$ cat src/rtl/mem_port_arbiter.sv
// ============================================================================
// Module      : mem_port_arbiter
// Description : Shares a single-port 256x16 memory between the core control
//               FSM (port C) and a debug/loader master (port D). Every access
//               runs IDLE -> ACCESS [-> WAIT -> RESP] -> IDLE; all outputs are
//               registered. Define MEM_ARB_ROUND_ROBIN_EN for round-robin tie
//               breaking; otherwise port C has fixed priority.
// Revision    : 1.0 - initial release
// ============================================================================
`default_nettype none

module mem_port_arbiter #(
    parameter int ADDR_W = 8,
    parameter int DATA_W = 16
) (
    input  logic              clk,
    input  logic              rst,
    input  logic              c_req,
    input  logic              c_we,
    input  logic [ADDR_W-1:0] c_addr,
    input  logic [DATA_W-1:0] c_wdata,
    output logic              c_gnt,
    output logic              c_rvalid,
    output logic [DATA_W-1:0] c_rdata,
    input  logic              d_req,
    input  logic              d_we,
    input  logic [ADDR_W-1:0] d_addr,
    input  logic [DATA_W-1:0] d_wdata,
    output logic              d_gnt,
    output logic              d_rvalid,
    output logic [DATA_W-1:0] d_rdata,
    output logic [ADDR_W-1:0] mem_addr,
    output logic [DATA_W-1:0] mem_data,
    output logic              mem_wren,
    input  logic [DATA_W-1:0] mem_q,
    output logic              busy
);

    typedef enum logic [1:0] {
        S_IDLE   = 2'd0,
        S_ACCESS = 2'd1,
        S_WAIT   = 2'd2,
        S_RESP   = 2'd3
    } state_t;

    state_t              state_q, state_d;
    logic                winner_q, winner_d;     // 1 = port D owns the access
    logic [ADDR_W-1:0]   mem_addr_q, mem_addr_d;
    logic [DATA_W-1:0]   mem_data_q, mem_data_d;
    logic                mem_wren_q, mem_wren_d;
    logic                c_gnt_q, c_gnt_d;
    logic                d_gnt_q, d_gnt_d;
    logic                c_rvalid_q, c_rvalid_d;
    logic                d_rvalid_q, d_rvalid_d;
    logic [DATA_W-1:0]   c_rdata_q, c_rdata_d;
    logic [DATA_W-1:0]   d_rdata_q, d_rdata_d;
    logic                busy_q, busy_d;
    logic                d_wins;                 // arbitration result in IDLE

`ifdef MEM_ARB_ROUND_ROBIN_EN
    logic                last_q, last_d;         // 1 = D won the previous arbitration

    // A tie goes to whichever port did not win last time.
    assign d_wins = d_req & (~c_req | ~last_q);
    assign last_d = (state_q == S_IDLE && (c_req || d_req)) ? d_wins : last_q;

    // Last-winner register; resets to D so C takes the first tie.
    always_ff @(posedge clk or negedge rst) begin
        if (!rst) begin
            last_q <= 1'b1;
        end else begin
            last_q <= last_d;
        end
    end
`else
    // Fixed priority: D only wins when C is not asking.
    assign d_wins = d_req & ~c_req;
`endif

    // Next-state and next-output computation for the access sequencer.
    always_comb begin
        state_d    = state_q;
        winner_d   = winner_q;
        mem_addr_d = mem_addr_q;
        mem_data_d = mem_data_q;
        mem_wren_d = 1'b0;
        c_gnt_d    = 1'b0;
        d_gnt_d    = 1'b0;
        c_rvalid_d = 1'b0;
        d_rvalid_d = 1'b0;
        c_rdata_d  = c_rdata_q;
        d_rdata_d  = d_rdata_q;
        case (state_q)
            S_IDLE: begin
                if (c_req || d_req) begin
                    state_d    = S_ACCESS;
                    winner_d   = d_wins;
                    mem_addr_d = d_wins ? d_addr  : c_addr;
                    mem_data_d = d_wins ? d_wdata : c_wdata;
                    mem_wren_d = d_wins ? d_we    : c_we;
                    c_gnt_d    = ~d_wins;
                    d_gnt_d    = d_wins;
                end
            end
            S_ACCESS: begin
                // mem_wren_q still carries the winner's write flag here.
                state_d = mem_wren_q ? S_IDLE : S_WAIT;
            end
            S_WAIT: begin
                state_d = S_RESP;
                if (winner_q) begin
                    d_rdata_d  = mem_q;
                    d_rvalid_d = 1'b1;
                end else begin
                    c_rdata_d  = mem_q;
                    c_rvalid_d = 1'b1;
                end
            end
            default: begin
                state_d = S_IDLE;
            end
        endcase
        busy_d = (state_d != S_IDLE);
    end

    // State and registered outputs; reset clears everything immediately.
    always_ff @(posedge clk or negedge rst) begin
        if (!rst) begin
            state_q    <= S_IDLE;
            winner_q   <= 1'b0;
            mem_addr_q <= '0;
            mem_data_q <= '0;
            mem_wren_q <= 1'b0;
            c_gnt_q    <= 1'b0;
            d_gnt_q    <= 1'b0;
            c_rvalid_q <= 1'b0;
            d_rvalid_q <= 1'b0;
            c_rdata_q  <= '0;
            d_rdata_q  <= '0;
            busy_q     <= 1'b0;
        end else begin
            state_q    <= state_d;
            winner_q   <= winner_d;
            mem_addr_q <= mem_addr_d;
            mem_data_q <= mem_data_d;
            mem_wren_q <= mem_wren_d;
            c_gnt_q    <= c_gnt_d;
            d_gnt_q    <= d_gnt_d;
            c_rvalid_q <= c_rvalid_d;
            d_rvalid_q <= d_rvalid_d;
            c_rdata_q  <= c_rdata_d;
            d_rdata_q  <= d_rdata_d;
            busy_q     <= busy_d;
        end
    end

    assign c_gnt    = c_gnt_q;
    assign d_gnt    = d_gnt_q;
    assign c_rvalid = c_rvalid_q;
    assign d_rvalid = d_rvalid_q;
    assign c_rdata  = c_rdata_q;
    assign d_rdata  = d_rdata_q;
    assign mem_addr = mem_addr_q;
    assign mem_data = mem_data_q;
    assign mem_wren = mem_wren_q;
    assign busy     = busy_q;

endmodule

`default_nettype wire

$ cat config.mk
export PLATFORM = sky130hd
export DESIGN_NAME = mem_port_arbiter
export DESIGN_NICKNAME = d
export VERILOG_FILES = /design/src/rtl/mem_port_arbiter.sv
export SDC_FILE = /design/constraint.sdc
export NUM_CORES = 1
export LEC_CHECK = 0
export ABC_AREA = 0
export CORE_AREA = 4 4 87 89
export DETAILED_ROUTE_END_ITERATION = 8
export DIE_AREA = 0 0 91 93
export GPL_ROUTABILITY_DRIVEN = 1
export HOLD_SLACK_MARGIN = 0.03
export PLACE_DENSITY = 0.8
export SETUP_SLACK_MARGIN = 0.3
export SLEW_MARGIN = 30
export SYNTH_ARGS = -nofsm -noshare
export SYNTH_HDL_FRONTEND = slang
export SYNTH_SLANG_ARGS = --single-unit
$ cat constraint.sdc
create_clock -name clk -period 1.6 [get_ports clk]
set_input_delay 0.32 -clock clk [delete_from_list [all_inputs] [get_ports clk]]
set_output_delay 0.32 -clock clk [all_outputs]
set_load 0.01 [all_outputs]
==> impl_metrics.env <==
export IMPL_syn_avg_cell_area_um2=16.27
export IMPL_yosys_top_cells_count="65 x dfrtp_1, 62 x mux2_2, 18 x mux2_4"
export IMPL_maxSlewViolCount=0
export IMPL_clock_latency_ns=0.33
export IMPL_vias=1937
export IMPL_start_util_pct=40.69
export IMPL_hold_viol_final=0
export IMPL_cp_start_kind="flop"
export IMPL_rsz0062_at_grt="yes"
export IMPL_layout_drive_gt1_share_pct=50.00
export IMPL_timing_fmax_mhz=745.6
export IMPL_hold_slack_ns=0.3844
export IMPL_outcome="finished clean"
export IMPL_cts_tree="yes"
export IMPL_grt_pass1_wl_mm=10.92
export IMPL_die_h_um=93
export IMPL_wl_met1_mm=2.957
export IMPL_slowest_delay_ns=0.39
export IMPL_ys_types=19
export IMPL_cts_sinks=65
export IMPL_skew_ns=0.008035
export IMPL_yosys_top_cells_area="dfrtp_1 59%, mux2_2 25%, mux2_4 9.8%"
export IMPL_crit_path_end_kind="flop"
export IMPL_wl_met3_um=589
export IMPL_rows=30
export IMPL_powerDensity_nw_per_um2=1788
export IMPL_area_growth_pct=63.31
export IMPL_slew_headroom_pct=77.56
export IMPL_die_w_um=91
export IMPL_crit_required_ns=1.81
export IMPL_timing_critical_path_buf_inv=2
export IMPL_clk_pin_slew_ns=0.07
export IMPL_crit_slowest_cell="dfrtp_1"
export IMPL_synth_fp_nets=239
export IMPL_power_leakage_nw=2.048
export IMPL_final_nets=397
export IMPL_min_path_type="primary input to flop"
export IMPL_synth_edf_count=0
export IMPL_overflow=0
export IMPL_synthCells=169
export IMPL_swShare_pct=30.96
export IMPL_grtUsageTotal_pct=16.34
export IMPL_synthFlopType="dfrtp_1"
export IMPL_topRoutingLayerUsed="met4"
export IMPL_grt_pass1_vias=2173
export IMPL_postRouteAntennaNets=0
export IMPL_cp_top_family="flip-flops"
export IMPL_tightest_slew_ns=0.3365
export IMPL_peakVddDrop_uv=913.6
export IMPL_routabilityCongestion=0.7358
export IMPL_drtIter0Drc=27
export IMPL_firstDrtPassIters=4
export IMPL_clock_path_buffers=2
export IMPL_synth_area_um2=2749
export IMPL_fin_crit_ns=1.341
export IMPL_p_comb_share_pct=44.2
export IMPL_die_area_um2=8463
export IMPL_setup_viol_count_final=0
export IMPL_yosysWarnings=0
export IMPL_synth_top_cell_area_share_pct=59.17
export IMPL_path_max_fanout=8
export IMPL_synth_seq_cells=65
export IMPL_clkPwrFrac_pct=19.6
export IMPL_dp_hpwl_mm=4.754
export IMPL_numCtsBuffers=9
export IMPL_cp_arrival_ns=1.55
export IMPL_antenna_cells=0
export IMPL_seq_power_share_pct=36.2
export IMPL_drc=0
export IMPL_yosysTopAreaCell="dfrtp_1"
export IMPL_grt_max_degree=66
export IMPL_switching_power_w=0.002485
export IMPL_synth_most_common_cell="dfrtp_1"
export IMPL_ios=132
export IMPL_intPower_w=0.005542
export IMPL_cts_root_buf="clkbuf_8"
export IMPL_cap_viol_max_count=0
export IMPL_cp_cell_sequence="buf_4, nor2_4, o21ai_4, buf_6, mux2_4"
export IMPL_criticalPathCategory="flop to flop"
export IMPL_tns_ns=0
export IMPL_io_buffers=131
export IMPL_antenna_found_initial=0
export IMPL_finalCritPeriodShare_pct=83.82
export IMPL_wl_per_cell_um=16.37
export IMPL_vias_per_cell=4.701
export IMPL_wl_met2_mm=3.103
export IMPL_ys_seq_area_share_pct=59.17
export IMPL_htree_levels=3
export IMPL_coreArea_um2=6756
export IMPL_async_reset_ff_share_pct=100.0
export IMPL_wirelength_mm=6.745
## routing by layer
layer  global-route usage [%]  up-vias
li1                         -      914
met1                    21.29      923
met2                    25.44       90
met3                    5.390       10
met4                    6.156        0
met5                        0        -
## sequential cells by signal, summed over array words and instances, names as in the netlist
name and count:
mem_data 16, busy 1, d_rdata 16, mem_wren 1, c_rvalid 1, mem_addr 8
c_gnt 1, d_rvalid 1, d_gnt 1, state_q 2, winner_q 1, c_rdata 16
## layout by cell type (no fill, tap or decap)
master / count
buf_4: 8
nand2b_1: 2
clkdlybuf4s50_1: 66
nor2b_4: 1
buf_16: 1
buf_6: 7
nor3_1: 1
o21ai_4: 1
mux2_4: 28
clkbuf_2: 39
nor2_1: 1
dfrtp_2: 1
buf_2: 4
inv_1: 1
buf_8: 1
clkinvlp_4: 2
clkdlybuf4s15_1: 22
o21ai_0: 1
dlygate4sd3_1: 1
nand2_1: 1
mux2_2: 52
nor2_4: 2
and2_1: 2
buf_12: 4
clkbuf_16: 1
a21oi_1: 1
bufinv_16: 2
dfrtp_1: 64
nand2b_4: 1
clkbuf_1: 1
nand3b_1: 1
clkbuf_8: 11
a22oi_1: 1
## power groups by stage
stage	registers (W)	clock network, W	logic (W)
6_report	0.00291	0.00157	0.00355
3_3_place_gp	0.00291	0	0.00388
2_1_floorplan	0.00327	0	0.00145
5_1_grt	0.00303	0.00169	0.00381
4_1_cts	0.00291	0.00162	0.00372
3_5_place_dp	0.00294	0	0.00397
## worst reg2reg max path, cell delays in order (launching register included)
cell and delay (ns):
dfrtp_1 0.39, buf_4 0.16, nor2_4 0.13, o21ai_4 0.10
buf_6 0.15, mux2_4 0.29
## layout make-up
class                           instances  area (µm²)
Clock buffer                           12       155.1
Clock inverter                          4       75.07
Fill cell                             489        2267
Inverter                                1       3.754
Multi-Input combinational cell         96        1135
Sequential cell                        65        1628
Tap cell                               80       100.1
Timing Repair Buffer                  154        1393
## repair_timing
action / CTS / global route
gates resized for setup: 139 / 58
gates cloned: 3 / 2
buffers inserted: 3 / 2
endpoints found under the hold margin: 65 / 0
setup endpoints to repair: 105 / 99
hold buffers: 1 / 0
pin swaps: 2 / 0
## per-stage QoR
stage	power [W]	cell area, µm²	instances	utilization (%)	setup slack [ns]
CTS	0.008247	4624	408	68.44	0.2306
global placement	0.006794	4273	385	63.24	-0.2622
detailed placement	0.006906	4273	385	63.24	-0.3101
floorplan	0.004722	2813	169	-	0.2185
global route	0.008528	4489	412	66.44	0.2210
finish	0.008027	4489	412	66.44	0.2588
## path summary, 6_finish.rpt
path / cells past startpoint / slack (ns) / startpoint / to
min in group asynchronous: 3 / 0.54 / rst / d_rdata[8]$_DFFE_PN0P_
worst max-delay path: 5 / 0.26 / state_q[0]$_DFF_PN0_ / mem_addr[4]$_DFFE_PN0P_
max in group asynchronous: 3 / 0.77 / rst / state_q[1]$_DFF_PN0_
worst min-delay path: 4 / 0.38 / d_req / winner_q$_DFFE_PN0P_
worst max register to register: 5 / 0.26 / state_q[0]$_DFF_PN0_ / mem_addr[4]$_DFFE_PN0P_
worst min register to register: 1 / 0.50 / mem_wren$_DFF_PN0_ / state_q[1]$_DFF_PN0_
## cells by family after synthesis
kind of cell | Yosys count | synth area share [%]
AND/OR/NAND/NOR | 12 | 2.458
AO/OA/AOI/OAI | 4 | 0.9557
flip-flops | 65 | 59.17
multiplexers | 80 | 35.23
buffers and inverters | 8 | 2.185
Power figures use the tool's default switching activity.
